**src/rtl/arb_pkg.sv**
```systemverilog
// Shared types, mode encodings and helpers for the weighted round-robin lock arbiter.
package arb_pkg;

  localparam logic ARB_MODE_FIXED = 1'b0;
  localparam logic ARB_MODE_WRR   = 1'b1;

  // Widest one-hot vector onehot2bin accepts.
  localparam int unsigned OH_MAX = 32;

  // Ceiling log2, used to size client indices.
  function automatic int unsigned clog2(input int unsigned n);
    int unsigned r;
    int unsigned v;
    r = 0;
    v = 1;
    while (v < n) begin
      v = v << 1;
      r = r + 1;
    end
    return r;
  endfunction

  // Binary index of a one-hot vector; returns 0 for an all-zero input.
  function automatic int unsigned onehot2bin(input logic [OH_MAX-1:0] oh);
    int unsigned r;
    r = 0;
    for (int unsigned i = 0; i < OH_MAX; i++) begin
      if (oh[i]) r = r | i;
    end
    return r;
  endfunction

endpackage

```
**src/rtl/arb_wrr_lock_if.sv**
```systemverilog
// Client-side and upstream handshake bundle of the arbiter.
interface arb_wrr_lock_if #(
  parameter int unsigned N  = 8,
  parameter int unsigned WW = 4
) ();
  import arb_pkg::*;

  localparam int unsigned IW = clog2(N);

  logic [N-1:0]    req_i;
  logic [N-1:0]    last_i;
  logic [N*WW-1:0] weight_i;
  logic            mode_i;
  logic [N-1:0]    ack_i;
  logic            req_o;
  logic            ack_o;
  logic [IW-1:0]   gnt_id_o;

  // Arbiter side.
  modport slave (
    input  req_i, last_i, weight_i, mode_i, ack_o,
    output ack_i, req_o, gnt_id_o
  );

  // Environment side: clients plus upstream sink.
  modport master (
    output req_i, last_i, weight_i, mode_i, ack_o,
    input  ack_i, req_o, gnt_id_o
  );

endinterface

```
**src/rtl/arb_rr_pick.sv**
```systemverilog
// Combinational rotating-priority picker: first request at or after the one-hot prio, wrapping.
module arb_rr_pick #(
  parameter int unsigned N = 8
) (
  input  logic [N-1:0] req,
  input  logic [N-1:0] prio,
  output logic [N-1:0] gnt
);

  logic [2*N-1:0] req2;
  logic [2*N-1:0] prio2;
  logic [2*N-1:0] gnt2;
  logic           carry;

  // Token enters at prio and ripples across a doubled request vector until a requester absorbs it.
  always_comb begin
    req2  = {req, req};
    prio2 = {{N{1'b0}}, prio};
    gnt2  = '0;
    carry = 1'b0;
    for (int i = 0; i < 2*N; i++) begin
      gnt2[i] = req2[i] & (carry | prio2[i]);
      carry   = (carry | prio2[i]) & ~req2[i];
    end
    gnt = gnt2[N-1:0] | gnt2[2*N-1:N];
  end

endmodule

```
**src/rtl/arb_wrr_lock.sv**
```systemverilog
// N-way weighted round-robin / fixed-priority arbiter with packet lock on a req/ack channel.
module arb_wrr_lock
  import arb_pkg::*;
#(
  parameter int unsigned N  = 8,
  parameter int unsigned WW = 4
) (
  input logic          clk,
  input logic          rstn,
  arb_wrr_lock_if.slave bus
);

  localparam int unsigned IW = clog2(N);

  logic [N-1:0]  prio;
  logic          lock;
  logic [IW-1:0] lock_id;
  logic [WW-1:0] credit [N];

  logic [WW-1:0] wt_eff [N];
  logic [N-1:0]  elig;
  logic [N-1:0]  gnt_elig;
  logic [N-1:0]  gnt_req;
  logic [N-1:0]  sel_oh;
  logic          req_up;
  logic [IW-1:0] sel_id;
  logic          beat;
  logic          round_end;
  logic [WW-1:0] cred_new;

  // Effective weights (0 means 1) and clients still holding credit this round.
  always_comb begin
    for (int k = 0; k < N; k++) begin
      wt_eff[k] = (bus.weight_i[k*WW +: WW] == '0) ? WW'(1) : bus.weight_i[k*WW +: WW];
      elig[k]   = bus.req_i[k] & (credit[k] != '0);
    end
  end

  arb_rr_pick #(.N(N)) u_pick_elig (.req(elig),      .prio(prio), .gnt(gnt_elig));
  arb_rr_pick #(.N(N)) u_pick_req  (.req(bus.req_i), .prio(prio), .gnt(gnt_req));

  // Choose the serviced client: lock first, then fixed priority or weighted round-robin.
  always_comb begin
    sel_oh = '0;
    req_up = 1'b0;
    if (lock) begin
      sel_oh = N'(1) << lock_id;
      req_up = bus.req_i[lock_id];
    end else if (bus.mode_i == ARB_MODE_FIXED) begin
      sel_oh = bus.req_i & (~bus.req_i + N'(1));
      req_up = |bus.req_i;
    end else begin
      sel_oh = (|elig) ? gnt_elig : gnt_req;
      req_up = |bus.req_i;
    end
    sel_id = IW'(onehot2bin(32'(sel_oh)));
  end

  // Credit bookkeeping for a completed packet; a client with no credit left marks the round end.
  always_comb begin
    beat      = req_up & bus.ack_o;
    round_end = (credit[sel_id] == '0);
    cred_new  = round_end ? (wt_eff[sel_id] - WW'(1)) : (credit[sel_id] - WW'(1));
  end

  // Zero-latency outputs; ack_i is also gated by reset so an aborted packet sees no ack.
  assign bus.req_o    = req_up;
  assign bus.gnt_id_o = sel_id;
  assign bus.ack_i    = sel_oh & {N{req_up & bus.ack_o & rstn}};

  // Lock, credit and priority state advance only on an accepted beat.
  always_ff @(posedge clk or negedge rstn) begin
    if (!rstn) begin
      prio    <= N'(1);
      lock    <= 1'b0;
      lock_id <= '0;
      for (int k = 0; k < N; k++) credit[k] <= '0;
    end else if (beat) begin
      if (!bus.last_i[sel_id]) begin
        lock    <= 1'b1;
        lock_id <= sel_id;
      end else begin
        lock <= 1'b0;
        if (bus.mode_i == ARB_MODE_WRR) begin
          if (round_end) begin
            for (int k = 0; k < N; k++) credit[k] <= wt_eff[k];
          end
          credit[sel_id] <= cred_new;
          prio <= (cred_new == '0) ? {sel_oh[N-2:0], sel_oh[N-1]} : sel_oh;
        end
      end
    end
  end

endmodule

```
**src/flat_wrapper.sv**
```systemverilog
// flat-port wrapper written by rule: the top's interface ports become plain ports
module arb_wrr_lock_flat import arb_pkg::*;
#(
  parameter int unsigned N  = 8,
  parameter int unsigned WW = 4
)
  (clk, rstn, bus_req_i, bus_last_i, bus_weight_i, bus_mode_i, bus_ack_o, bus_ack_i, bus_req_o, bus_gnt_id_o);
  arb_wrr_lock_if #(.N(N), .WW(WW)) bus_i ();
  input logic clk;
  input logic rstn;
  input wire logic [$bits(bus_i.req_i)-1:0] bus_req_i;
  input wire logic [$bits(bus_i.last_i)-1:0] bus_last_i;
  input wire logic [$bits(bus_i.weight_i)-1:0] bus_weight_i;
  input wire logic [$bits(bus_i.mode_i)-1:0] bus_mode_i;
  input wire logic [$bits(bus_i.ack_o)-1:0] bus_ack_o;
  output wire logic [$bits(bus_i.ack_i)-1:0] bus_ack_i;
  output wire logic [$bits(bus_i.req_o)-1:0] bus_req_o;
  output wire logic [$bits(bus_i.gnt_id_o)-1:0] bus_gnt_id_o;
  assign bus_i.req_i = bus_req_i;
  assign bus_i.last_i = bus_last_i;
  assign bus_i.weight_i = bus_weight_i;
  assign bus_i.mode_i = bus_mode_i;
  assign bus_i.ack_o = bus_ack_o;
  assign bus_ack_i = bus_i.ack_i;
  assign bus_req_o = bus_i.req_o;
  assign bus_gnt_id_o = bus_i.gnt_id_o;
  arb_wrr_lock #(.N(N), .WW(WW)) u_core (.clk(clk), .rstn(rstn), .bus(bus_i));
endmodule
```
**config.mk**
```make
export PLATFORM = sky130hd
export DESIGN_NAME = arb_wrr_lock_flat
export DESIGN_NICKNAME = d
export VERILOG_FILES = /design/src/rtl/arb_pkg.sv /design/src/rtl/arb_wrr_lock_if.sv /design/src/rtl/arb_rr_pick.sv /design/src/rtl/arb_wrr_lock.sv /design/src/flat_wrapper.sv
export SDC_FILE = /design/constraint.sdc
export NUM_CORES = 1
export LEC_CHECK = 0
export CAP_MARGIN = 10
export CORE_ASPECT_RATIO = 2
export CORE_MARGIN = 3
export CORE_UTILIZATION = 44
export DETAILED_ROUTE_END_ITERATION = 8
export GPL_TIMING_DRIVEN = 0
export PLACE_DENSITY_LB_ADDON = 0.25
export SYNTH_ARGS = -nofsm -noshare
export SYNTH_HDL_FRONTEND = slang
export SYNTH_SLANG_ARGS = --single-unit
```
**constraint.sdc**
```tcl
create_clock -name clk -period 5.77 [get_ports clk]
set_input_delay 0.8655 -clock clk [delete_from_list [all_inputs] [get_ports clk]]
set_output_delay 0.8655 -clock clk [all_outputs]
set_load 0.03 [all_outputs]
```
Word level (Yosys, flattened, before mapping)
Cells that the tools add are included.
W data, S select, Z words.
- add/subtract/negate cells: 3
- $mul: 0
- divide/modulo/power cells: 0
- magnitude comparators: 4
- equality and inequality tests: 0
- shift operators: 1
- multiplexer cells: 39
- bitwise operators: 109
- reduce and logical (&&, ||, !) cells: 23
- operator list (operator ; number):
    $mux W32 ; 4
    $and A1 B1 Y1 ; 72
    $mux W4 ; 14
    $logic_not A4 Y1 ; 10
    $bwmux W32 ; 1
    $mux W8 ; 4
    $reduce_bool A4 Y1 ; 8
    $bmux W4 S3 ; 2
    $not A1 Y1 ; 17
    $and A8 B8 Y8 ; 2
    $or A8 B8 Y8 ; 2
    $reduce_or A8 Y1 ; 2
    $or A1 B1 Y1 ; 14
    $demux W4 S3 ; 1
    $mux W3 ; 4
    $add A8 B1 Y8 const B ; 1
    $lt A3 B4 Y1 const B ; 2
    $not A8 Y8 ; 1
    $shl A1 B3 Y8 const A ; 1
    $sub A4 B1 Y4 const B ; 2
    $bmux W1 S3 ; 2
    $mux W1 ; 5
    $ge A4 B4 Y1 const B ; 1
    $lt A4 B1 Y1 const B ; 1
    5 further kinds ; 6
- register bits: 44
- bits in latches: 0
- memory bits (writable): 0
- memory bits (read-only): 0
- input port bits: 52
- output and inout bits: 12
- word-level logic and storage cells: 190
- memories kept: 0

Depth between registers and ports, before layout
Gate-level depths: netlist (run 1).
- word-level depth: 47
- mapped depth: 21

Cells and area by module
From an unflattened synthesis (run 1), not the netlist that was laid out.
- cells, all modules: 563
- area, all modules: 4519.3 sq um
- modules (own cells, without submodules) (module ; instances ; cells an instance ; area each (sq um)):
    arb_wrr_lock ; 1 ; 493 ; 4061.4
    arb_rr_pick ; 2 ; 35 ; 229.0

Worst setup path before layout (run 1)
No wires, ideal clock.
- kind: input to register
- start point: in bus_req_i[0]
- end point: reg u_core.prio[1]
- library setup time: 0.126 ns
- data arrival time: 5.021 ns
- required time: 5.644 ns
- path slack: 0.623 ns
- cell stages on the path: 18
- path buffers: 3
- cell sequence: buf_2 or3_1 or3_1 nor3_2 nor2_1 o311ai_1 or3_1 buf_2 mux2i_1 o221ai_1 a211o_4 o41ai_1 inv_1 ha_1 xnor2_2 and3_1 buf_2 a221o_1
- cells in the longest elaborated chain, start to end: 38
- RTL lines (element ; RTL line ; source):
    from (decl) ; flat_wrapper.sv:11 ; input wire logic [$bits(bus_i.req_i)-1:0] bus_req_i;
    $and A1 B1 Y1 ; arb_wrr_lock.sv:35 ; elig[k] = bus.req_i[k] & (credit[k] != '0);
    $not A1 Y1 ; arb_rr_pick.sv:23 ; carry = (carry | prio2[i]) & ~req2[i];
    $and A1 B1 Y1 ; arb_rr_pick.sv:23 ;
    $or A1 B1 Y1 ; arb_rr_pick.sv:22, arb_rr_pick.sv:23 ;
    $and A1 B1 Y1 ; arb_rr_pick.sv:23 ;
    $or A1 B1 Y1 ; arb_rr_pick.sv:22, arb_rr_pick.sv:23 ;
    $and A1 B1 Y1 ; arb_rr_pick.sv:23 ;
    $or A1 B1 Y1 ; arb_rr_pick.sv:22, arb_rr_pick.sv:23 ;
    [21 not listed] ; -- ;
    $mux W3 ; arb_pkg.sv:28 ; if (oh[i]) r = r | i;
    $not A3 Y4 (implied by the code) ; arb_wrr_lock.sv:62, arb_wrr_lock.sv:63 ;
    $bmux W4 S3 (on tied branches) ; arb_wrr_lock.sv:62, arb_wrr_lock.sv:63 ;
    $mux W4 (on tied branches) (2 in a row) ; arb_wrr_lock.sv:62, arb_wrr_lock.sv:63 ;
    $sub A4 B1 Y4 / $logic_not A4 Y1 (equally long branches) ; arb_wrr_lock.sv:63, arb_wrr_lock.sv:62 ;
    $mux W4 ; arb_wrr_lock.sv:63 ; cred_new = round_end ? (wt_eff[sel_id] - WW'(1)) : (credit[sel_id] - WW'(1));
    $logic_not A4 Y1 ; arb_wrr_lock.sv:89 ; prio <= (cred_new == '0) ? {sel_oh[N-2:0], sel_oh[N-1]} : sel_oh;
    $mux W8 ; arb_wrr_lock.sv:89 ;
    to (signal assigned) ; arb_wrr_lock.sv:89 ;
    to (decl) ; arb_wrr_lock.sv:15 ; logic [N-1:0] prio;
Parallel ways exist; a longest one is shown, timed or not. The select of a mux whose other input is x is not followed.
A chain may end at the register's enable or synchronous reset.

Worst setup path in the final report (run 1)
- start point: in bus_req_i[6]
- end point: reg u_core.prio[1]
- cells in the longest elaborated chain, start to end: 26
- RTL lines (element ; RTL line ; source):
    $and A1 B1 Y1 ; arb_wrr_lock.sv:35 ;
    $not A1 Y1 ; arb_rr_pick.sv:23 ;
    $and A1 B1 Y1 ; arb_rr_pick.sv:23 ;
    $or A1 B1 Y1 ; arb_rr_pick.sv:22, arb_rr_pick.sv:23 ;
    $and A1 B1 Y1 (2 in a row) ; arb_rr_pick.sv:23 ;
    $and A1 B1 Y1 (on tied branches) ; arb_rr_pick.sv:22, arb_rr_pick.sv:23 ;
    $or A8 B8 Y8, or another cell as far along ; arb_rr_pick.sv:25 ; gnt = gnt2[N-1:0] | gnt2[2*N-1:N];
    $mux W8, or another cell as far along ; arb_wrr_lock.sv:53 ; sel_oh = (|elig) ? gnt_elig : gnt_req;
    [8 not listed] ; -- ;
    $mux W3 ; arb_pkg.sv:28 ;
    $not A3 Y4 (implied by the code) ; arb_wrr_lock.sv:62, arb_wrr_lock.sv:63 ;
    $bmux W4 S3 (on tied branches) ; arb_wrr_lock.sv:62, arb_wrr_lock.sv:63 ;
    $mux W4 (on tied branches) (2 in a row) ; arb_wrr_lock.sv:62, arb_wrr_lock.sv:63 ;
    $sub A4 B1 Y4 / $logic_not A4 Y1 (equally long branches) ; arb_wrr_lock.sv:63, arb_wrr_lock.sv:62 ;
    $mux W4 ; arb_wrr_lock.sv:63 ;
    $logic_not A4 Y1 ; arb_wrr_lock.sv:89 ;
    $mux W8 ; arb_wrr_lock.sv:89 ;
Parallel ways exist; a longest one is shown, timed or not. The select of a mux whose other input is x is not followed.

==> results.ini, run 1 <==
[run_status]
status=complete, no violations

[logic_synthesis]
synth_xor_xnor_area_share=0.00572
synth-seq-cells=44
synthSimpleGateAreaFrac=0.246
synthMuxAreaShare=0.0477
syn_nets=611
synth-compound-area-share=0.382
synth_adder_area_share=0.00572
netlist_area_mm2=0.00438
synth-seq-area-share=0.252
synth_cells=557
synth_cell_types=85
synth-edff-count=0
ys.flop_type=dfrtp_1
postSynthAreaPerCell_um2=7.86
synth_top_family_by_area=compound AO/OA/AOI/OAI gates
ys_warn_count=0
async_reset_ff_frac=1.00

[clock_tree]
cts_buffers=5
cts-hold-fix-buffers=0
root_buffer=clkbuf_16
cts_buffer_depth=2
cts_tree=built
clkSinkCount=44
clk_pin_slew_ps=70
htree_levels=2
clk_latency_ps=290

[sta]
max_freq_ghz=0.174
period_minus_slack_ps=5750
fin_tns_setup_ps=0
period_share=0.996
slew_viol_final=0
fin_skew_ps=9.16
hold_ws_ps=491
hold_violations=0
final-setup-viol-count=0
tightest_slew_ps=1000
max_slew_margin=0.329

[global_routing]
grt_pass1_wl_mm=31.4
grt_max_degree=33
grt.total_usage=0.374
grt_overflow=0
antenna_found_initial=0
grt_pass1_vias=5420

[layout]
drive_gt1_frac=0.174
final_nets=690
multi_input_area_mm2=0.00326
final_common_cell=clkdlybuf4s50_1
area_growth_syn_to_layout_pct=30.0
diodes=0
postLayoutCellArea_mm2=0.00569
fill_cells=909
final_cell_mix=56 x clkdlybuf4s50_1, 54 x nor2_1, 43 x nand2_1, 43 x dfrtp_1, 28 x o21ai_0
utilization=0.599
seqCellArea_mm2=0.00110

[die]
num_rows=50
dieHeight_um=147
pin_count=64
core_mm2=0.00951
fp.dieW_um=76.5
start_util=0.460
dieArea_mm2=0.0113

[detailed_routing]
wirelength_mm=21.4
dr.pass1.iters=7
drt_first_iter_violations=456
drt-wirelength-per-cell_um=27.9
drc=0
via_count=5443
drtAntennaViolNets=0
viasPerCell=7.10

[hold_path]
hp-class=in2async

[critical_path]
critPathCaptureType=flip-flop
worst_path_max_delay_cell=clkdlybuf4s50_1
cp.buffers_inverters=3
cp_common_cell=nor2_1
timing_worst_setup_path_type=in2reg
start_kind=input pin
arrival_ps=5930
crit_family=compound AO/OA/AOI/OAI gates
critPathRequiredTime_ps=5950
crit_chain=clkdlybuf4s50_1 -> buf_4 -> o41ai_2 -> a21oi_2 -> o211ai_1 -> a22o_1 -> nor2_1 -> nand2_1 -> o21ai_1 -> o22ai_1 -> a211oi_2 -> nor4_1 -> nor2_1 -> ha_4 -> xnor2_4 -> and3_1 -> buf_2 -> a221o_1
worst_path_largest_cell_delay_ps=490
cp_max_fo=10

[placed_design]
dp_hpwl_mm=16.8
numPortBuffers=58
dpl_cell_area_mm2=0.00514
gp_congestion=1.05

[run]
cap_violations=0

==> layout make-up <==
class / count / share of cell area
well taps: 130 / 0.0286
flip-flops and latches: 44 / 0.194
clock buffers: 7 / 0.0268
plain buffers: 33 / 0.0317
repair buffers: 74 / 0.124
clock inverters: 1 / 0.00528
multi-input cells: 452 / 0.572
inverters: 26 / 0.0180
==> timing repair <==
item                                    4_1_cts  5_1_grt
buffers inserted                              8        7
endpoints found under the setup margin       44       40
resized for setup                            30       34
pin swaps                                     6       12
hold endpoints to repair                      0        0
==> worst paths after layout <==
check | startpoint | end | slack [ps] | cells after the start
setup / recovery | bus_req_i[6] | u_core.prio[1]$_DFFE_PN0P_ | 20 | 18
hold / removal | rstn | u_core.credit[28]$_DFFE_PN0P_ | 490 | 1
setup reg to reg | u_core.credit[17]$_DFFE_PN0P_ | u_core.prio[1]$_DFFE_PN0P_ | 160 | 21
hold reg to reg | u_core.credit[2]$_DFFE_PN0P_ | u_core.credit[2]$_DFFE_PN0P_ | 560 | 2
max in group asynchronous | rstn | u_core.prio[0]$_DFFE_PN1P_ | 4710 | 2
min in group clk | u_core.credit[2]$_DFFE_PN0P_ | u_core.credit[2]$_DFFE_PN0P_ | 560 | 2
==> metrics by stage <==
step	worst slack [ps]	std cells
after global placement	-1270	745
final	22.2	767
after global routing	-51.2	767
after floorplan	623	557
after CTS	11.4	762
after detailed placement	-1310	746
==> metal layers <==
metal	vias to the layer above	track usage	wire, um	part of all wire
met2	366	0.677	10900	0.51
met1	2576	0.349	6560	0.31
met3	145	0.0411	1270	0.059
met5	-	0	0	0
met4	0	0.375	2630	0.12
li1	2356	-	-	-
==> worst reg2reg max path, delay by kind of cell (launching register included) <==
kind	cells	cell delay (ps)
fa+ha+maj	1	260
mux	1	250
compound gates	4	1720
buf+inv	6	1090
simple gates	8	1630
flops	1	420
xor+xnor	1	140
==> cells in the mapped netlist, drive strengths merged (4+ instances only) <==
cell type / number / area (um2)
buf: 19 / 109
mux2i: 13 / 130
nand2: 43 / 161
nor2b: 8 / 50.1
and3: 6 / 37.5
a22o: 6 / 52.6
a21o: 6 / 45.0
o211ai: 7 / 52.6
nor4: 6 / 58.8
nor3: 30 / 160
or3: 7 / 43.8
o41ai: 10 / 151
o22ai: 9 / 56.3
nor2: 61 / 234
o2bb2ai: 4 / 35.0
clkbuf: 16 / 60.1
nand2b: 8 / 50.1
or2: 5 / 31.3
inv: 25 / 93.8
a32oi: 5 / 43.8
a22oi: 13 / 97.6
a21oi: 38 / 201
a211o: 4 / 43.8
a2bb2oi: 5 / 43.8
o311ai: 6 / 52.6
o311a: 4 / 40.0
a311oi: 7 / 61.3
o31ai: 5 / 37.5
a221o: 9 / 90.1
o21ai: 38 / 190
nand4: 9 / 56.3
nand3: 12 / 60.1
dfrtp: 43 / 1080
a31oi: 7 / 43.8
==> registers in the layout (all words and copies together), names as in the netlist <==
register,cells
u_core.lock,1
u_core.credit,32
u_core.prio,8
u_core.lock_id,3
==> cell families after synthesis <==
group           count (synthesis)
simple gates                  211
mux                            18
xor+xnor                        2
compound gates                219
flops                          44
fa+ha+maj                       2
buf+inv                        61
Power of run 1 is not shown: default switching activity piles up to over one toggle a cycle in this logic, so the estimate is an artifact.
==> run 2: changes to the inputs <==
--- a/config.mk
+++ b/config.mk
@@ -11,7 +11,7 @@
 export CORE_UTILIZATION = 44
 export DETAILED_ROUTE_END_ITERATION = 8
 export GPL_TIMING_DRIVEN = 0
-export PLACE_DENSITY_LB_ADDON = 0.25
+export PLACE_DENSITY = 0.64
 export SYNTH_ARGS = -nofsm -noshare
 export SYNTH_HDL_FRONTEND = slang
 export SYNTH_SLANG_ARGS = --single-unit
==> results.ini, run 2 (same netlist as run 1, synthesis figures left out) <==
[detailed_routing]
drt-wirelength-per-cell_um=27.0  ; -3.1%
drtAntennaViolNets=0  ; unchanged
drc=0  ; unchanged
viasPerCell=7.01  ; -1.2%
via_count=5366  ; -1.4%
drt_first_iter_violations=393  ; -14%
dr.pass1.iters=5  ; -2
wirelength_mm=20.7  ; -3.3%

[clock_tree]
cts_buffers=5  ; unchanged
clk_latency_ps=290  ; about the same
clk_pin_slew_ps=60  ; about the same
clkSinkCount=44  ; unchanged
cts_tree=built
cts_buffer_depth=2  ; unchanged
root_buffer=clkbuf_16
htree_levels=2  ; unchanged
cts-hold-fix-buffers=0  ; unchanged

[critical_path]
critPathRequiredTime_ps=5940  ; about the same
timing_worst_setup_path_type=in2reg
start_kind=input pin
critPathCaptureType=flip-flop
cp_max_fo=10  ; unchanged
arrival_ps=5850  ; -80 ps

[layout]
seqCellArea_mm2=0.00110  ; unchanged
top_register=u_core.credit
top_regs=u_core.credit (32), u_core.prio (8), u_core.lock_id (3)
multi_input_area_mm2=0.00322  ; -1.3%
postLayoutCellArea_mm2=0.00558  ; -1.9%
diodes=0  ; unchanged
drive_gt1_frac=0.154  ; -0.0199
largest_reg_flops=32  ; unchanged
fill_cells=913  ; +0.44%
final_cell_mix=56 x nor2_1, 56 x clkdlybuf4s50_1, 43 x nand2_1, 43 x dfrtp_1, 31 x a21oi_1
area_growth_syn_to_layout_pct=27.6
final_nets=688  ; -0.29%

[die]
dieHeight_um=147  ; unchanged
dieArea_mm2=0.0113  ; unchanged
core_mm2=0.00951  ; unchanged
fp.dieW_um=76.5  ; unchanged
num_rows=50  ; unchanged
pin_count=64  ; unchanged
start_util=0.460  ; unchanged

[sta]
max_slew_margin=0.387  ; +0.0571
period_minus_slack_ps=5680  ; -71.2 ps
tightest_slew_ps=917  ; -85.4 ps
final-setup-viol-count=0  ; unchanged
period_share=0.984  ; -0.0123
max_freq_ghz=0.176  ; +1.3%
slew_viol_final=0  ; unchanged
hold_violations=0  ; unchanged
fin_skew_ps=8.76  ; -0.391 ps
hold_ws_ps=517  ; +26.0 ps
fin_tns_setup_ps=0  ; unchanged

[placed_design]
dpl_cell_area_mm2=0.00514  ; unchanged
numPortBuffers=58  ; unchanged
dp_hpwl_mm=16.2  ; -3.8%
gp_congestion=1.06  ; +1.0%

[global_routing]
grt_use_met2=0.649  ; -0.0282
grt-busiest-layer=met2
grt_pass1_vias=5356  ; -1.2%
antenna_found_initial=0  ; unchanged
grt_overflow=0  ; unchanged
grt.total_usage=0.363  ; -0.0111
grtUsageMet1=0.342  ; -0.00747
grt_max_degree=27  ; -18%
grt_util_met3=0.0521  ; +0.0110
grt_pass1_wl_mm=30.9  ; -1.7%

[run_status]
status=complete, no violations

[run]
cap_violations=0  ; unchanged

[hold_path]
hp-class=in2async

==> run 2: cell types whose count changed in the layout (fill, tap and decap cells not counted), sizes merged <==
cell    change
bufinv      -1
clkbuf      +2
clkinv      +1
inv         -1
buf         -3
==> run 2: area by class of cell <==
cell class | count | area share
plain buffers | 33 | 0.0305
clock buffers | 8 | 0.0262
inverters | 26 | 0.0177
multi-input cells | 452 | 0.576
flip-flops and latches | 44 | 0.197
well taps | 130 | 0.0291
repair buffers | 72 | 0.123
==> run 2: per-layer routing <==
metal	wire length, um	part of all wire
met3	1350	0.065
met1	6470	0.31
met5	0	0
met4	2500	0.12
met2	10300	0.50
==> run 2: stage by stage <==
step                instances   util  setup slack, ps
finish                    765  0.587             93.4
CTS                       755  0.563             10.9
detailed placement        746  0.540            -1150
global route              765  0.587            -93.4
floorplan                 557      -              623
global placement          745  0.539            -1220
==> run 2: critical path: stages <==
cell and delay (ps):
clkdlybuf4s50_1 490, clkbuf_4 230, o41ai_2 190, a21oi_2 230, buf_4 150, nand2_1 80, o21ai_0 280, a32oi_2 200
or3_1 330, buf_2 210, mux2i_1 290, o221ai_1 180, a211o_4 430, o41ai_4 440, inv_1 130, ha_4 220
xnor2_4 190, and3_1 200, buf_2 150, a221o_1 330
==> run 2: timing repair <==
action                                 4_1_cts  5_1_grt
setup endpoints to repair                   45       40
pin swaps                                    1       11
buffers inserted                             1       12
resized for setup                           14       32
endpoints found under the hold margin        0        0
==> run 2: worst paths after layout <==
path | start | end | slack (ps) | cells past startpoint
setup / recovery | bus_req_i[6] | u_core.prio[7]$_DFFE_PN0P_ | 90 | 20
max in group asynchronous | rstn | u_core.credit[13]$_DFFE_PN0P_ | 4730 | 2
hold / removal | rstn | u_core.credit[17]$_DFFE_PN0P_ | 520 | 1
hold reg to reg | u_core.credit[17]$_DFFE_PN0P_ | u_core.credit[17]$_DFFE_PN0P_ | 580 | 2
setup reg to reg | u_core.credit[1]$_DFFE_PN0P_ | u_core.prio[7]$_DFFE_PN0P_ | 230 | 20
min in group clk | u_core.credit[17]$_DFFE_PN0P_ | u_core.credit[17]$_DFFE_PN0P_ | 580 | 2
Power of run 2 is left out for the same reason.
==> edit 1: new RTL, config.mk and constraints of run 2 <==
`WW` is set to 4 in 3 places; all go to 6.
--- a/src/rtl/arb_wrr_lock_if.sv
+++ b/src/rtl/arb_wrr_lock_if.sv
@@ -1,7 +1,7 @@
 // Client-side and upstream handshake bundle of the arbiter.
 interface arb_wrr_lock_if #(
   parameter int unsigned N  = 8,
-  parameter int unsigned WW = 4
+  parameter int unsigned WW = 6
 ) ();
   import arb_pkg::*;
 
--- a/src/rtl/arb_wrr_lock.sv
+++ b/src/rtl/arb_wrr_lock.sv
@@ -3,7 +3,7 @@
   import arb_pkg::*;
 #(
   parameter int unsigned N  = 8,
-  parameter int unsigned WW = 4
+  parameter int unsigned WW = 6
 ) (
   input logic          clk,
   input logic          rstn,
--- a/src/flat_wrapper.sv
+++ b/src/flat_wrapper.sv
@@ -2,7 +2,7 @@
 module arb_wrr_lock_flat import arb_pkg::*;
 #(
   parameter int unsigned N  = 8,
-  parameter int unsigned WW = 4
+  parameter int unsigned WW = 6
 )
   (clk, rstn, bus_req_i, bus_last_i, bus_weight_i, bus_mode_i, bus_ack_o, bus_ack_i, bus_req_o, bus_gnt_id_o);
   arb_wrr_lock_if #(.N(N), .WW(WW)) bus_i ();
Ports: changed (resized bus_weight_i); port bits go from 64 to 80. No check against the original RTL was run, so the function may have changed too.
==> edit 1 against run 2 <==
Cell area rose by 42%. Sequential cell count is 16 higher. Worst hold slack improved by 0.012 ns. Setup slack worse by 0.29 ns. Utilization increased by 8.3 points. Area after synthesis increased by 23%. Register-to-register slack got worse by 0.42 ns. Critical endpoint is now u_core.prio[5]. Sequential share of layout area decreased by 0.80 points. The flow now finishes with violations (negative setup slack). First-iteration DRC count is 130% higher. Wire length rose by 46%.
==> edit 1: results (changes against run 2) <==
status: finished with violations
failing checks: negative setup slack
FF-to-FF path depth: 24 (+20%)
clk_lat worst skew: 0.34 ns (+0.05 ns)
Slowest cell on crit path: or4_1
gr usage total: 0.437 (+0.0736)
largest net degree at the start of global routing: 38 (+41%)
fraction of layout cells with a size suffix above 1: 0.260 (+0.106)
Unique masters post-synth: 93 (+9.4%)
Final setup viols: 8 (+8)
top area cells in the synthesized netlist: dfrtp_1 (27%), nor2_1 (6.1%), a21oi_1 (6.0%)
vias in the first global route: 7,464 (+39%)
GPL Wtd Cong: 1.09 (+3.3%)
via count: 7,308 (+36%)
most common library cells after synthesis: nor2_1 (87), a21oi_1 (65), dfrtp_1 (59)
Synth Net Count: 755 (+24%)
Seq/Total Area, Yosys: 0.279 (+0.0267)
First-pass DRT Iterations: 6 (+1)
xor/xnor cell area share of the yosys netlist: 0.00464 (-0.00108)
Critical Path Source: u_core.credit[7]
worst-margin pin slew: 0.849 ns (-0.0677 ns)
compound-gate portion of the synthesized area: 0.366 (-0.0154)
multiplexer share of the synthesized area: 0.0485 (+0.000741)
I/O Buffers: 77 (+33%)
biggest regs: u_core.credit (48), u_core.prio (8), u_core.lock_id (3)
delay-heaviest family, CP: simple AND/OR/NAND/NOR gates
Final WS setup: -0.192 ns (-0.286 ns)
Num CTS Buffers: 9 (+4)
fill count: 1,010 (+11%)
Fin Clk Skew: 0.00668 ns (-0.00208 ns)
[edit 1: cell count changes after synthesis, sizes merged, moves of 9 or more]
cell / delta
a21oi: +27
nor2: +26
o22a: +21
o22ai: +21
dfrtp: +16
nand3: +12
a31oi: +11
inv: -9
nand2: +9
[edit 1: worst paths after layout]
check	endpoint	slack, ns
setup / recovery	u_core.prio[5]	-0.19
min in group clk	u_core.credit[3]	0.56
hold reg to reg	u_core.credit[3]	0.56
hold / removal	u_core.credit[9]	0.53
max in group asynchronous	u_core.prio[0]	4.56
setup reg to reg	u_core.prio[5]	-0.19
[edit 1: kinds of logic (layout without fill, tap and decap cells)]
family / Yosys count / in the layout
compound gates: 277 / 277
simple gates: 268 / 268
flops: 60 / 60
buf+inv: 53 / 214
mux: 23 / 23
fa+ha+maj: 2 / 2
xor+xnor: 2 / 2
[edit 1: metrics by stage]
step	std cells	cell area, µm²	worst slack [ns]	TNS (ns)	power (mW)
after floorplan	685	5480	0.0000115	0	3.02
after global placement	907	6440	-2.99	-118.46	4.19
after detailed placement	908	6460	-2.83	-106.85	4.23
after CTS	978	7640	-0.177	-1.08	5.63
after global routing	991	7940	-0.288	-2.91	6.43
final	991	7940	-0.192	-1.32	6.23
[edit 1: area by class of cell]
type | instances | area, µm² | share of cell area
tap | 145 | 181 | 0.0229
buffer | 33 | 218 | 0.0274
timing repair buffer | 149 | 1380 | 0.174
clock inverter | 5 | 52.6 | 0.00662
multi-input combinational | 572 | 4310 | 0.543
inverter | 16 | 62.6 | 0.00788
clock buffer | 11 | 233 | 0.0293
sequential | 60 | 1500 | 0.189
[edit 1: where the power goes]
group	total (mW)	internal, mW	switching [mW]	leakage (nW)
Clock	0.535	0.332	0.203	0.139
Sequential	0.941	0.625	0.316	0.728
Combinational	4.75	1.85	2.91	2.16
[edit 1: repair_timing]
action,CTS,global route
hold endpoints to repair,0,0
setup endpoints to repair,62,53
resized for setup,110,60
setup buffers,54,19
pin swaps,33,34
gates cloned,1,0
[edit 1: worst reg2reg max path, cell delays in order (launching register included)]
cell       delay [ns]
dfrtp_1          0.37
or4_1            0.51
o31a_1           0.38
buf_4            0.19
or2b_1           0.18
o21ai_2          0.10
a2111o_1         0.51
buf_6            0.15
and3_4           0.19
a32o_2           0.30
a32oi_4          0.20
nand4b_1         0.17
or3b_4           0.46
or3_4            0.42
nor2_4           0.11
nor2_4           0.05
ha_4             0.15
and2_4           0.13
o311a_4          0.13
xor2_4           0.17
a2111oi_4        0.32
buf_4            0.20
buf_8            0.14
mux2i_1          0.21
o21ai_1          0.08
[edit 1: metal layers]
layer  vias up  share of wire  track usage
li1       3025              -            -
met1      3388           0.29        0.399
met2       609           0.48        0.746
met3       286          0.088        0.101
met4         0           0.14        0.461
met5         -              0            0
==> edit 2: new RTL, flow settings as in run 2 <==
Without the edit above. Reset style: synchronous (`rstn`), changed in one clocked block.
--- a/src/rtl/arb_wrr_lock.sv
+++ b/src/rtl/arb_wrr_lock.sv
@@ -69,7 +69,7 @@
   assign bus.ack_i    = sel_oh & {N{req_up & bus.ack_o & rstn}};
 
   // Lock, credit and priority state advance only on an accepted beat.
-  always_ff @(posedge clk or negedge rstn) begin
+  always_ff @(posedge clk) begin
     if (!rstn) begin
       prio    <= N'(1);
       lock    <= 1'b0;
Formal check against the unedited RTL: not equivalent (a bounded check fails within 4 cycles, from zero or initial values and one cycle with rstn low; the reset may be asserted at any time).
==> edit 2 against run 2 <==
Count of clock-buffer cells in the layout is 3 lower. Wire length is 16% higher. Cell area is 13% higher. Critical path depth is 5 higher. Sequential cell count stayed put. Utilization is 3.2 points higher. Setup slack better by 0.039 ns. Register-to-register slack worse by 0.09 ns. Area after synthesis is 6.5% higher. Largest cell class unchanged. Via count is 10% higher. Highest routed layer unchanged. Clock skew is 0.0049 ns higher.
==> edit 2: results (changes against run 2) <==
status: finished clean
Placement Setup Slack: -2.30 ns (-1.15 ns)
vias in the first global route: 5,874 (+9.7%)
Post-synth EDFFs: 32 (+32)
GPL Wtd Cong: 1.01 (-4.9%)
gr usage total: 0.403 (+0.0396)
Seq/Total Area, Yosys: 0.258 (+0.00579)
placed cells: 780 (+4.6%)
FMAX: 0.177 GHz (+0.70%)
Top FF cell, synth: edfxtp_1
DR vias/cell: 7.14 (+1.7%)
HP Class: flip-flop to flip-flop
FF-to-FF path depth: 23 (+15%)
Avg Cell Area, Syn: 7.98 µm² (+1.6%)
Crit Reg-Reg Startpoint: u_core.credit[0][0]
I/O Buffers: 61 (+5.2%)
wire per inst: 28.8 µm (+6.7%)
Fin Clk Skew: 0.0136 ns (+0.00485 ns)
initial antenna violation count: 2 (+2)
Post-Layout Cell Count: 828 (+8.2%)
largest net degree at the start of global routing: 15 (-44%)
R2R Path End: u_core.prio[4]
Unique masters post-synth: 89 (+4.7%)
Net count, final: 744 (+8.1%)
placed cell area: 5440 µm² (+6.0%)
Arr. time, crit path: 5.82 ns (-0.03 ns)
First-pass DRT Iterations: 7 (+2)
fill count: 929 (+1.8%)
R2R Setup Slk: 0.14 ns (-0.09 ns)
asr flop ratio synth: 0 (-1.00)
==> edit 2: cell count changes after synthesis, sizes merged, moves of 8 or more <==
cell / change
a22oi: -10
edfxtp: +32
dfxtp: +12
inv: -8
dfrtp: -43
nand3: +38
o211ai: +11
a21oi: -13
==> edit 2: cells by family after synthesis <==
logic type | count (synthesis) | synth area share
and+or+nand+nor | 263 | 0.299
AOI/OAI and AO/OA | 205 | 0.349
buffers and inverters | 58 | 0.0569
DFF | 44 | 0.258
muxes | 12 | 0.0322
adders and majority gates | 2 | 0.00537
==> edit 2: worst max-delay path: stages <==
cell	delay [ns]
clkbuf_2	0.21
buf_6	0.21
o41a_1	0.22
nor2_2	0.09
a221oi_4	0.33
buf_4	0.19
a221o_1	0.15
o211ai_1	0.13
buf_4	0.17
or3_4	0.42
buf_4	0.22
o21ai_0	0.20
nand3_1	0.12
a32oi_2	0.30
o211ai_4	0.16
nor3_4	0.22
clkbuf_8	0.21
a21boi_2	0.08
ha_1	0.25
nand4_1	0.15
o22ai_4	0.11
buf_4	0.15
o21ai_4	0.27
nor4_1	0.10
a221o_1	0.27
==> edit 2: worst min-delay path by stage <==
stage                   start              to  slack, ns  depth (start not counted)
3_5_place_dp   u_core.prio[0]  u_core.prio[0]       0.54                          2
5_1_grt        u_core.prio[6]  u_core.prio[6]       0.59                          2
3_3_place_gp   u_core.prio[2]  u_core.prio[2]       0.54                          2
4_1_cts        u_core.prio[0]  u_core.prio[0]       0.55                          2
2_1_floorplan  u_core.prio[0]  u_core.prio[0]       0.49                          2
6_report       u_core.prio[6]  u_core.prio[6]       0.56                          2
==> edit 2: final cells by class <==
cell class / instances / area [µm²] / share of cell area
Antenna cell: 2 / 5.00 / 0.000792
Timing Repair Buffer: 101 / 903 / 0.143
Inverter: 17 / 63.8 / 0.0101
Sequential cell: 44 / 1200 / 0.190
Buffer: 39 / 255 / 0.0404
Multi-Input combinational cell: 482 / 3560 / 0.563
Clock inverter: 3 / 42.5 / 0.00673
Tap cell: 135 / 169 / 0.0267
Clock buffer: 5 / 125 / 0.0198
==> edit 2: what timing repair did <==
| action | CTS | global route |
|---|---|---|
| cloned | 0 | 0 |
| setup buffers | 24 | 16 |
| resized for setup | 64 | 46 |
| endpoints found under the setup margin | 74 | 59 |
| hold endpoints to repair | 0 | 0 |
| pin swaps | 25 | 19 |
| hold buffers | 0 | 0 |
==> edit 2: routing by layer <==
metal / wire (µm) / track usage / share of wire
met1: 6820 / 0.350 / 0.29
met2: 11900 / 0.719 / 0.50
met3: 1940 / 0.0888 / 0.081
met4: 3180 / 0.417 / 0.13
met5: 0 / 0 / 0
==> edit 2: where the power goes <==
part	switching [mW]	total, mW	leakage (nW)	internal (mW)
combinational	0.844	1.34	1.69	0.493
sequential	0.0418	0.419	0.428	0.377
clock	0.130	0.334	0.0814	0.204
